## src/rtl/trv32i_mem_pkg.sv

```systemverilog
`default_nettype none
// +----------------------------------------------------------------------+
// | trv32i_mem_pkg : shared types and constants for the memory arbiter   |
// | Rev 1.0                                                              |
// +----------------------------------------------------------------------+
package trv32i_mem_pkg;

    typedef enum logic [1:0] {
        IDLE = 2'd0,
        BUSY = 2'd1,
        RESP = 2'd2
    } arb_state_t;

    typedef enum logic {
        OWN_DATA  = 1'b0,
        OWN_FETCH = 1'b1
    } arb_owner_t;

    // Wide enough for any bus up to 1024 bits; users slice the low bits.
    localparam logic [127:0] BE_ALL = '1;

endpackage
`default_nettype wire

```

## src/rtl/arb_wait_timer.sv

```systemverilog
`default_nettype none
// +----------------------------------------------------------------------+
// | arb_wait_timer : counts enabled cycles, flags the TIMEOUT-th one     |
// | Rev 1.0                                                              |
// +----------------------------------------------------------------------+
module arb_wait_timer #(
    parameter int unsigned TIMEOUT = 64
) (
    input  logic clk,
    input  logic rst,
    input  logic clear_i,
    input  logic enable_i,
    output logic expired_o
);

    localparam int unsigned   CW   = (TIMEOUT > 1) ? $clog2(TIMEOUT) : 1;
    localparam logic [CW-1:0] LAST = (TIMEOUT == 0) ? '0 : CW'(TIMEOUT - 1);

    logic [CW-1:0] cnt_q, cnt_d;

    // Expiry fires in the cycle that would make the count reach TIMEOUT,
    // so the caller leaves after exactly TIMEOUT waiting cycles.
    assign expired_o = (TIMEOUT != 0) && enable_i && (cnt_q == LAST);

    always_comb begin
        cnt_d = cnt_q;
        if (clear_i) begin
            cnt_d = '0;
        end else if (enable_i && !expired_o) begin
            cnt_d = cnt_q + 1'b1;
        end
    end

    always_ff @(posedge clk) begin
        if (rst) begin
            cnt_q <= '0;
        end else begin
            cnt_q <= cnt_d;
        end
    end

endmodule
`default_nettype wire

```

## src/rtl/mem_arbiter.sv

```systemverilog
`default_nettype none
// +----------------------------------------------------------------------+
// | mem_arbiter : shares one memory port between fetch and load/store    |
// | Rev 1.0                                                              |
// +----------------------------------------------------------------------+
module mem_arbiter
    import trv32i_mem_pkg::*;
#(
    parameter int unsigned B_WIDTH    = 32,
    parameter int unsigned A_WIDTH    = 32,
    parameter int unsigned STARVE_MAX = 4,
    parameter int unsigned TIMEOUT    = 64
) (
    input  logic                 clk,
    input  logic                 rst,
    input  logic                 if_req,
    input  logic [A_WIDTH-1:0]   if_addr,
    output logic [B_WIDTH-1:0]   if_rdata,
    output logic                 if_ack,
    input  logic                 d_req,
    input  logic                 d_we,
    input  logic [A_WIDTH-1:0]   d_addr,
    input  logic [B_WIDTH-1:0]   d_wdata,
    input  logic [B_WIDTH/8-1:0] d_be,
    output logic [B_WIDTH-1:0]   d_rdata,
    output logic                 d_ack,
    output logic                 mem_req,
    output logic                 mem_we,
    output logic [A_WIDTH-1:0]   mem_addr,
    output logic [B_WIDTH-1:0]   mem_wdata,
    output logic [B_WIDTH/8-1:0] mem_be,
    input  logic [B_WIDTH-1:0]   mem_rdata,
    input  logic                 mem_ack,
    output logic                 busy,
    output logic                 err
);

    localparam int unsigned   BE_W       = B_WIDTH / 8;
    localparam int unsigned   SW         = $clog2(STARVE_MAX + 1);
    localparam logic [SW-1:0] STARVE_LIM = SW'(STARVE_MAX);

    arb_state_t          state_q, state_d;
    arb_owner_t          owner_q, owner_d;
    logic [SW-1:0]       starve_q, starve_d;
    logic                grant;
    logic                timeout;
    logic                done;

    logic                mem_req_q, mem_we_q, if_ack_q, d_ack_q, busy_q, err_q;
    logic [A_WIDTH-1:0]  mem_addr_q;
    logic [B_WIDTH-1:0]  mem_wdata_q, if_rdata_q, d_rdata_q;
    logic [BE_W-1:0]     mem_be_q;

    arb_wait_timer #(
        .TIMEOUT (TIMEOUT)
    ) u_wait_timer (
        .clk       (clk),
        .rst       (rst),
        .clear_i   (state_q != BUSY),
        .enable_i  ((state_q == BUSY) && !mem_ack),
        .expired_o (timeout)
    );

    assign done = (state_q == BUSY) && (mem_ack || timeout);

    always_comb begin
        state_d  = state_q;
        owner_d  = owner_q;
        starve_d = starve_q;
        grant    = 1'b0;
        case (state_q)
            IDLE: begin
                if (d_req || if_req) begin
                    state_d = BUSY;
                    grant   = 1'b1;
                    if (if_req && (!d_req || starve_q == STARVE_LIM)) begin
                        owner_d  = OWN_FETCH;
                        starve_d = '0;
                    end else begin
                        owner_d = OWN_DATA;
                        // Fetch lost; it cannot be at the limit here or it would have won.
                        if (if_req) begin
                            starve_d = starve_q + 1'b1;
                        end
                    end
                end
            end
            BUSY:    if (done) state_d = RESP;
            RESP:    state_d = IDLE;
            default: state_d = IDLE;
        endcase
    end

    always_ff @(posedge clk) begin
        if (rst) begin
            state_q     <= IDLE;
            owner_q     <= OWN_DATA;
            starve_q    <= '0;
            mem_req_q   <= 1'b0;
            mem_we_q    <= 1'b0;
            mem_addr_q  <= '0;
            mem_wdata_q <= '0;
            mem_be_q    <= '0;
            if_rdata_q  <= '0;
            d_rdata_q   <= '0;
            if_ack_q    <= 1'b0;
            d_ack_q     <= 1'b0;
            busy_q      <= 1'b0;
            err_q       <= 1'b0;
        end else begin
            state_q  <= state_d;
            owner_q  <= owner_d;
            starve_q <= starve_d;
            busy_q   <= (state_d != IDLE);
            if_ack_q <= 1'b0;
            d_ack_q  <= 1'b0;

            if (grant) begin
                mem_req_q <= 1'b1;
                if (owner_d == OWN_FETCH) begin
                    mem_we_q    <= 1'b0;
                    mem_addr_q  <= if_addr;
                    mem_wdata_q <= '0;
                    mem_be_q    <= BE_ALL[BE_W-1:0];
                end else begin
                    mem_we_q    <= d_we;
                    mem_addr_q  <= d_addr;
                    mem_wdata_q <= d_wdata;
                    mem_be_q    <= d_be;
                end
            end

            if (done) begin
                mem_req_q <= 1'b0;
                if (owner_q == OWN_FETCH) begin
                    if_ack_q <= 1'b1;
                end else begin
                    d_ack_q <= 1'b1;
                end
                // A real ack wins over a coincident expiry.
                if (mem_ack) begin
                    if (!mem_we_q) begin
                        if (owner_q == OWN_FETCH) if_rdata_q <= mem_rdata;
                        else                      d_rdata_q  <= mem_rdata;
                    end
                end else begin
                    err_q <= 1'b1;
                    if (owner_q == OWN_FETCH) if_rdata_q <= '0;
                    else                      d_rdata_q  <= '0;
                end
            end
        end
    end

    assign if_rdata  = if_rdata_q;
    assign if_ack    = if_ack_q;
    assign d_rdata   = d_rdata_q;
    assign d_ack     = d_ack_q;
    assign mem_req   = mem_req_q;
    assign mem_we    = mem_we_q;
    assign mem_addr  = mem_addr_q;
    assign mem_wdata = mem_wdata_q;
    assign mem_be    = mem_be_q;
    assign busy      = busy_q;
    assign err       = err_q;

endmodule
`default_nettype wire

```

## config.mk

```make
export PLATFORM = sky130hd
export DESIGN_NAME = mem_arbiter
export DESIGN_NICKNAME = d
export VERILOG_FILES = /design/src/rtl/trv32i_mem_pkg.sv /design/src/rtl/arb_wait_timer.sv /design/src/rtl/mem_arbiter.sv
export SDC_FILE = /design/constraint.sdc
export NUM_CORES = 1
export LEC_CHECK = 0
export BUFFER_PORTS_ARGS = -buffer_cell sky130_fd_sc_hd__buf_2
export CELL_PAD_IN_SITES_DETAIL_PLACEMENT = 0
export CELL_PAD_IN_SITES_GLOBAL_PLACEMENT = 2
export CORE_MARGIN = 1
export CORE_UTILIZATION = 24
export CTS_CLUSTER_SIZE = 30
export DETAILED_ROUTE_END_ITERATION = 10
export GPL_TIMING_DRIVEN = 0
export PLACE_DENSITY = 0.73
export SYNTH_ARGS = -nofsm -noshare
export SYNTH_HDL_FRONTEND = slang
export SYNTH_SLANG_ARGS = --single-unit
```

## constraint.sdc

```tcl
create_clock -name clk -period 1.64 [get_ports clk]
set_clock_uncertainty 0.1 [all_clocks]
set_input_delay 0.164 -clock clk [delete_from_list [all_inputs] [get_ports clk]]
set_output_delay 0.164 -clock clk [all_outputs]
set_load 0.005 [all_outputs]
```

# Yosys cells after proc, flatten, opt, wreduce, memory -nomap -nowiden

Cells that the tools add are included.

$add $sub $neg: 2
Equal/unequal tests: 7
Mux-type cells: 24
Bitwise operators: 2
Reductions and logical operators: 23

Operators by type and width:

| kind                                                   | number |
|---|---|
| two-way mux 32 bit                                     | 10 |
| two-way mux 1 bit                                      | 8 |
| AND reduction 4 bit                                    | 2 |
| nonzero test 2 bit                                     | 4 |
| adder 6 x 1 -> 6 bit (second input constant)           | 1 |
| == test 6 bit (second input constant)                  | 1 |
| two-way mux 3 bit                                      | 2 |
| OR reduction 2 bit                                     | 3 |
| logical AND 1 bit                                      | 5 |
| two-way mux 2 bit                                      | 2 |
| two-way mux 4 bit                                      | 1 |
| inequality test 2 x 1 -> 1 bit (second input constant) | 2 |
| inequality test 2 bit (second input constant)          | 2 |
| case mux 2 bit (2 select lines)                        | 1 |
| adder 3 x 1 -> 3 bit (second input constant)           | 1 |
| == test 3 bit (second input constant)                  | 1 |
| zero test 1 bit                                        | 3 |
| logical OR 1 bit                                       | 3 |
| AND reduction 3 bit                                    | 1 |
| == test 2 x 1 -> 1 bit (second input constant)         | 1 |
| zero test 2 bit                                        | 1 |
| inverter 1 bit                                         | 2 |
| AND reduction 2 bit                                    | 1 |

Flip-flop bits (word level): 150
Bits of input ports: 138
Output and inout port bits: 138
Word-level logic and storage cells: 73

# Depth between registers and ports, before layout

Gate-level depths: netlist of the first run.

Depth in word-level cells: 8
Mapped depth: 8
Depth with buffers taken out: 6

# Cells and area by module

A second synthesis of the first run with hierarchy kept.

Cells, all modules: 689
Area total of the unflattened synthesis: 6,550.0 um^2

By module, submodules not included:

| module         | instances | cells an instance | area an instance (um^2) | sequential area each (um^2) |
|---|---|---|---|---|
| mem_arbiter    | 1         | 656               | 6,244.7                 | 2,882.8 |
| arb_wait_timer | 1         | 33                | 305.3                   | 120.1 |

# Worst setup path after synthesis of the first run

No wires, ideal clock.

Path kind: register to register
From: reg u_wait_timer.cnt_q[0]
To: reg if_rdata_q[10] (netlist: if_rdata[10])
Library setup time: 0.072 ns
Data arrival time: 1.596 ns
Required time: 1.468 ns
Setup slack: -0.128 ns
Stages on the path, launching flop included: 8
Buffers on the path: 2
Clock period less this slack: 1.768 ns
Path through: dfxtp_1 > ha_1 > and4_1 > a21oi_1 > nand2b_1 > buf_2 > buf_4 > mux2i_1

Cells in the longest elaborated chain, start to end: 5

Ends and longest elaborated chain:

| item                          | line                 | text |
|---|---|---|
| start: declaration            | arb_wait_timer.sv:19 | `logic [CW-1:0] cnt_q, cnt_d;` |
| start signal: assignment      | arb_wait_timer.sv:38 | `cnt_q <= cnt_d;` |
| == test 6 bit                 | arb_wait_timer.sv:23 | `assign expired_o = (TIMEOUT != 0) && enable_i && (cnt_q == LAST);` |
| logical AND 1 bit             | arb_wait_timer.sv:23 |  |
| logical OR 1 bit              | mem_arbiter.sv:64    | `assign done = (state_q == BUSY) && (mem_ack \|\| timeout);` |
| logical AND 1 bit             | mem_arbiter.sv:64    |  |
| AND reduction 4 bit (no line) | n/a                  |  |
| end signal: assignment        | mem_arbiter.sv:143   | `if (owner_q == OWN_FETCH) if_rdata_q <= mem_rdata;` |
| end: declaration              | mem_arbiter.sv:51    | `logic [B_WIDTH-1:0] mem_wdata_q, if_rdata_q, d_rdata_q;` |

Every way passes these cells.
A chain may end at the register's enable or synchronous reset.

# Worst setup path in the final report of the first run

From: reg u_wait_timer.cnt_q[0]
To: reg if_rdata_q[15] (netlist: if_rdata[15])

The elaborated chain is that of the path after synthesis.

==> results of run 1 <==
registers in the layout (all words and copies together), names as in the netlist, 2 cells and up:
name                count
d_rdata                32
if_rdata               32
mem_addr               32
mem_be                  4
mem_wdata              32
starve_q                3
state_q                 2
u_wait_timer.cnt_q      6
logic make-up (layout without fill, tap and decap cells):
| family | count (synthesis) | in the layout | share of synthesized area |
|---|---|---|---|
| XOR/XNOR | 5 | 5 | 0.00721 |
| AND/OR/NAND/NOR | 281 | 282 | 0.237 |
| AO/OA/AOI/OAI | 111 | 111 | 0.101 |
| adder cells (fa/ha/maj) | 3 | 3 | 0.00618 |
| flip-flops | 150 | 150 | 0.494 |
| multiplexers | 65 | 65 | 0.107 |
| buffers and inverters | 63 | 502 | 0.0476 |
where the power goes:
part           internal [uW]  switching, uW  total (uW)
registers               3850            112        3960
logic                    993            903        1900
clock network           1980           1750        3730
total                   6820           2760        9580
what timing repair did:
action / CTS / global route
endpoints found under the setup margin: 143 / 132
setup buffers: 15 / 12
cloned: 3 / 10
pin swaps: 6 / 23
hold buffers: 101 / 0
hold endpoints to repair: 133 / 0
resized for setup: 76 / 105
worst min-delay path by stage:
| stage | startpoint | to | slack [ns] | cells past startpoint |
|---|---|---|---|---|
| finish | if_addr[25] | mem_addr[25] | 0.05 | 4 |
| CTS | if_addr[14] | mem_addr[14] | 0.02 | 4 |
| floorplan | d_wdata[0] | mem_wdata[0] | 0.22 | 2 |
| global route | if_addr[14] | mem_addr[14] | 0.05 | 4 |
| global placement | d_wdata[23] | mem_wdata[23] | 0.32 | 3 |
| detailed placement | d_wdata[19] | mem_wdata[19] | 0.33 | 3 |
synth_stat cells (2+ instances only):
cell type	instances
sky130_fd_sc_hd__dfxtp_1	150
sky130_fd_sc_hd__nand2_1	110
sky130_fd_sc_hd__a21oi_1	69
sky130_fd_sc_hd__mux2i_1	65
sky130_fd_sc_hd__nand2b_1	65
sky130_fd_sc_hd__nand3_1	36
sky130_fd_sc_hd__and3_1	33
sky130_fd_sc_hd__clkbuf_1	33
sky130_fd_sc_hd__o22ai_1	32
sky130_fd_sc_hd__buf_2	15
sky130_fd_sc_hd__nor2_1	10
sky130_fd_sc_hd__nor3_1	9
sky130_fd_sc_hd__buf_4	7
sky130_fd_sc_hd__a31oi_1	5
sky130_fd_sc_hd__buf_1	4
sky130_fd_sc_hd__xnor2_1	4
sky130_fd_sc_hd__and2_1	3
sky130_fd_sc_hd__ha_1	3
sky130_fd_sc_hd__inv_1	3
sky130_fd_sc_hd__nor2_2	2
sky130_fd_sc_hd__nor2b_1	2
sky130_fd_sc_hd__nor3b_1	2
area by class of cell:
cell class / count / area, um^2
buffer: 54 / 430
inverter: 3 / 11.3
timing repair buffer: 413 / 2920
sequential: 150 / 3020
multi-input combinational: 466 / 3240
clock buffer: 18 / 429
fill: 2450 / 14000
tap: 324 / 405
clock inverter: 14 / 118
per-stage QoR:
step                setup WS [ns]  TNS, ns
CTS                       -0.0916    -2.66
floorplan                -0.00615   -0.250
global route               -0.141    -5.78
detailed placement         -0.787   -59.81
global placement           -0.773   -59.78
finish                    -0.0599    -1.23
worst reg2reg max path, cell delays in order (launching register included):
cell,delay (ns)
sky130_fd_sc_hd__dfxtp_4,0.35
sky130_fd_sc_hd__ha_4,0.16
sky130_fd_sc_hd__and4_4,0.20
sky130_fd_sc_hd__a21oi_4,0.18
sky130_fd_sc_hd__nand2b_4,0.16
sky130_fd_sc_hd__buf_12,0.16
sky130_fd_sc_hd__clkbuf_16,0.17
sky130_fd_sc_hd__mux2i_1,0.17
per-layer routing:
| metal | share of wire | vias to the layer above |
|---|---|---|
| met3 | 0.075 | 17 |
| met1 | 0.42 | 2974 |
| met5 | 0.00056 | - |
| met2 | 0.49 | 211 |
| li1 | - | 3177 |
| met4 | 0.011 | 2 |
==> impl_metrics.toml, run 1 <==
[run_status]
status = "finished, violations left"
failed_checks = "negative setup slack"

[worst_setup_path]
worst_setup_path_category = "flop to flop"
regToRegEndpoint = "if_rdata[15]"
buffers_and_inverters_on_the_worst_path = 2
reg2regPathDepth = 7
slowest_delay_ns = 0.35
crit_end = "if_rdata[15]"
endpoint_kind = "flop"
timing.rr.start = "u_wait_timer.cnt_q[0]"
flop2flop_setup_slack_ns = -0.06
crit_path_start = "u_wait_timer.cnt_q[0]"
critPathTopFamily = "simple AND/OR/NAND/NOR gates"
timing.critical_path.from_type = "flop"
timing.critical_path.required_ns = 1.89
crit_path_cell_trace = "ha_4 -> and4_4 -> a21oi_4 -> nand2b_4 -> buf_12 -> clkbuf_16 -> mux2i_1"
crit_slowest_cell = "sky130_fd_sc_hd__dfxtp_4"
cp.depth = 7
worstPathMaxFanout = 8
arrival_ns = 1.95

[global_routing]
globalRouteTotalUtil = 0.170
grt_pass1_wl_mm = 34.4
grtUsageMet1 = 0.198
overflow = 0
vias_in_the_first_global_route = 6356
fraction_of_met2_tracks_used_by_global_routing = 0.292
highest_utilization_routing_layer_at_the_global_route_stage = "met2"
maximum_number_of_pins_on_one_net_before_global_route_repair = 17
groute.layer.met3.usage = 0.0596
grt_antenna_before_repair = 1

[route]
post-route-drc-count = 0
routed_wire_length_per_instance_um = 16.1
totalWireLength_mm = 23.3
drt_iter0_drc = 242
antenna_violating_nets_post_route = 0
drt_first_pass_iters = 4
routed-via-count = 6381
vias_per_cell = 4.43

[synthesis]
synth-seq-area-share = 0.494
ys_top_cells_by_area = "sky130_fd_sc_hd__dfxtp_1 (49%), sky130_fd_sc_hd__mux2i_1 (11%), sky130_fd_sc_hd__nand2_1 (6.8%), sky130_fd_sc_hd__nand2b_1 (6.7%), sky130_fd_sc_hd__a21oi_1 (5.7%)"
postSynthRegisterBits = 150
ys_async_sr_fraction = 0
number_of_enable_type_register_cells_in_the_synthesized_netlist = 0
synth.avg_cell_area_um2 = 8.96
synth_largest_area_cell = "sky130_fd_sc_hd__dfxtp_1"
yosysUniqueCellTypes = 38
netlist_area_um2 = 6080
synth-main-ff-cell = "sky130_fd_sc_hd__dfxtp_1"
synthesis.yosys.warnings = 0
synth_largest_type_area_fraction = 0.494
mappedNetlistNets = 819
postSynthCellCount = 678

[clock_network]
clk_latency_ns = 0.42
numCtsBuffers = 17
clockRootBuffer = "sky130_fd_sc_hd__clkbuf_16"
cts_buffer_depth = 2
tritoncts_clock_tree = "yes"
cts_sinks = 150
clock_transition_at_the_registers_of_the_reported_paths_ns = 0.07
ctsHtreeMaxLevel = 4

[min_path]
worst_hold_check_path_type = "primary input to flop"

[place]
dp_hpwl_mm = 15.9
dp_cells = 1276
placed_area_um2 = 7890
gp_congestion = 0.758
port_buffers = 274

[flow_run]
max_cap_viol_count = 0

[timing]
drv_slew = 0
timing.final.crit_share = 1.04
finalSetupViolations = 44
timing.hold.ws_ns = 0.0458
finalCriticalPeriod_ns = 1.70
tightestPinTransition_ns = 0.530
timing.final.hold_violations = 0
clock.fmax_mhz = 588
maxSlewHeadroom = 0.647
unrepaired_setup_endpoints_after_global_routing = "true"
setup_ws_ns = -0.0599

[finish]
layout.cells.non_filler = 1442
final_core_occ = 0.429
layout-drive-gt1-share = 0.413
areaGrowthSynthToFinish_pct = 73.9
mostFrequentLayoutCell = "sky130_fd_sc_hd__buf_2"
fin_nets = 1246
diodes_inserted = 0
final_design_area_no_fill_um2 = 10600
layout.cells.most_common_list = "sky130_fd_sc_hd__buf_2 (278), sky130_fd_sc_hd__dfxtp_1 (142), sky130_fd_sc_hd__nand2_1 (108)"

[die]
initial_utilization = 0.247
num_io_pins = 276
die_width_um = 161
core_um2 = 24600
dieHeight_um = 161
floorplan.rows = 57
dieArea_um2 = 26000

[power_and_ir_drop]
leakage_uw = 0.00492
final_power_uw = 9580
vdd.ir_drop.worst_v = 0.000491
power_density_nw_per_um2 = 907
Note: power is estimated with default switching activity, not from simulation.
==> run 2: changes to the inputs <==
--- a/config.mk
+++ b/config.mk
@@ -12,8 +12,8 @@
 export CORE_UTILIZATION = 24
 export CTS_CLUSTER_SIZE = 30
 export DETAILED_ROUTE_END_ITERATION = 10
-export GPL_TIMING_DRIVEN = 0
 export PLACE_DENSITY = 0.73
 export SYNTH_ARGS = -nofsm -noshare
 export SYNTH_HDL_FRONTEND = slang
 export SYNTH_SLANG_ARGS = --single-unit
+export TNS_END_PERCENT = 10
==> constraint.sdc (replaced) <==
create_clock -name clk -period 1.64 [get_ports clk]
set_clock_uncertainty 0.1 [all_clocks]
set_input_delay 0.164 -clock clk [delete_from_list [all_inputs] [get_ports clk]]
set_output_delay 0.164 -clock clk [all_outputs]
set_load 0.02 [all_outputs]
==> impl_metrics.toml, run 2 (synthesis gave the netlist of run 1 again) <==
[run_status]
status = "finished, final reports clean"

[die]
floorplan.rows = 57
die_width_um = 161
num_io_pins = 276
dieHeight_um = 161
initial_utilization = 0.247
dieArea_um2 = 26000
core_um2 = 24600

[flow_run]
max_cap_viol_count = 0

[timing]
clock.fmax_mhz = 611
timing.final.crit_share = 0.997
finalCriticalPeriod_ns = 1.64
maxSlewHeadroom = 0.584
tightestPinTransition_ns = 0.624
finalSetupViolations = 0
drv_slew = 0
setup_ws_ns = 0.00458
timing.final.hold_violations = 0
unrepaired_setup_endpoints_after_global_routing = "true"

[route]
vias_per_cell = 4.36
drt_iter0_drc = 277
routed-via-count = 6090
totalWireLength_mm = 21.3
antenna_violating_nets_post_route = 0
drt_first_pass_iters = 5
routed_wire_length_per_instance_um = 15.3
post-route-drc-count = 0

[clock_network]
tritoncts_clock_tree = "yes"
cts_buffer_depth = 2
clockRootBuffer = "sky130_fd_sc_hd__clkbuf_16"
numCtsBuffers = 17
cts_sinks = 150
clk_latency_ns = 0.42
ctsHtreeMaxLevel = 4
clock_transition_at_the_registers_of_the_reported_paths_ns = 0.07

[worst_setup_path]
arrival_ns = 1.88
worstPathMaxFanout = 6
timing.critical_path.required_ns = 1.88
timing.critical_path.from_type = "flop"
timing.rr.start = "u_wait_timer.cnt_q[1]"
worst_setup_path_category = "flop to flop"
crit_path_cell_trace = "ha_4 -> and4_4 -> a21oi_4 -> nand2b_4 -> clkbuf_16 -> mux2i_1"
endpoint_kind = "flop"
crit_path_start = "u_wait_timer.cnt_q[1]"
crit_slowest_cell = "sky130_fd_sc_hd__dfxtp_2"
slowest_delay_ns = 0.34

[global_routing]
maximum_number_of_pins_on_one_net_before_global_route_repair = 87
grt_pass1_wl_mm = 31.8
overflow = 0
grt_antenna_before_repair = 1
vias_in_the_first_global_route = 5960
globalRouteTotalUtil = 0.155

[finish]
n_fill_cell = 2563
mostFrequentLayoutCell = "sky130_fd_sc_hd__buf_2"
layout-drive-gt1-share = 0.363
areaGrowthSynthToFinish_pct = 62.9
fin_nets = 1200
total_area_of_multi_input_combinational_cells_um2 = 2950
regArea_um2 = 3010
final_core_occ = 0.402
layout.cells.most_common_list = "sky130_fd_sc_hd__buf_2 (274), sky130_fd_sc_hd__dfxtp_1 (144), sky130_fd_sc_hd__nand2_1 (108)"
final_design_area_no_fill_um2 = 9900

[place]
dp_hpwl_mm = 13.5
placed_area_um2 = 8020
gp_congestion = 0.749
detailedPlace.worstSlack_ns = -0.0646
port_buffers = 275

[min_path]
hold_start = "d_addr[9]"
worst_hold_check_path_type = "primary input to flop"

[power_and_ir_drop]
leakage_uw = 0.00464
final_power_uw = 9580
vdd.ir_drop.worst_v = 0.000504
power_density_nw_per_um2 = 968
[run 2: cell type report]
| type | count | share of cell area |
|---|---|---|
| diodes | 1 | 0.000253 |
| clock buffers | 19 | 0.0447 |
| well taps | 324 | 0.0410 |
| flip-flops and latches | 150 | 0.304 |
| inverters | 3 | 0.00114 |
| clock inverters | 13 | 0.0115 |
| multi-input cells | 465 | 0.298 |
| repair buffers | 422 | 0.299 |
[run 2: metrics by stage]
step | hold WS, ns | cells | setup TNS, ns
final | 0.0208 | 1397 | 0
after detailed placement | 0.325 | 1256 | -1.89
after floorplan | 0.216 | 678 | -1.77
after CTS | 0.00409 | 1388 | -1.57
after global routing | 0.0162 | 1397 | -2.14
after global placement | 0.323 | 1256 | -2.31
[run 2: where the power goes]
part / total (uW) / leakage [uW] / switching [uW] / internal (uW)
Sequential: 3950 / 0.00123 / 108 / 3850
Combinational: 1870 / 0.00315 / 1000 / 872
Clock: 3760 / 0.000261 / 1730 / 2030
Total: 9580 / 0.00464 / 2840 / 6750
[run 2: worst max-delay path, delay by kind of cell (launching register included)]
| kind | cells | cell delay, ns |
|---|---|---|
| simple gates | 2 | 0.43 |
| mux | 1 | 0.17 |
| flops | 1 | 0.34 |
| compound gates | 1 | 0.18 |
| fa+ha+maj | 1 | 0.15 |
| buf+inv | 1 | 0.19 |
[run 2: worst paths after layout]
check,end,slack (ns),depth (start not counted)
setup reg to reg,if_rdata[1],0.005,6
hold reg to reg,mem_wdata[7],0.35,2
hold / removal,mem_addr[9],0.02,3
setup / recovery,if_rdata[1],0.005,6
[run 2: repair_timing]
| item | in CTS | in global routing |
|---|---|---|
| gates resized for setup | 6 | 32 |
| endpoints found under the setup margin | 102 | 134 |
| buffers inserted | 0 | 1 |
| hold buffers | 100 | 0 |
| pin swaps | 0 | 7 |
| cloned | 0 | 7 |
| endpoints found under the hold margin | 132 | 0 |
[run 2: layer usage]
layer  share of wire  track usage  vias to the layer above  routed length [um]
li1                -            -                     3087                   -
met1            0.47        0.198                     2771               10100
met2            0.45        0.252                      215                9610
met3           0.065       0.0473                       17                1380
met4           0.013       0.0399                        0                 281
met5               0            0                        -                   0
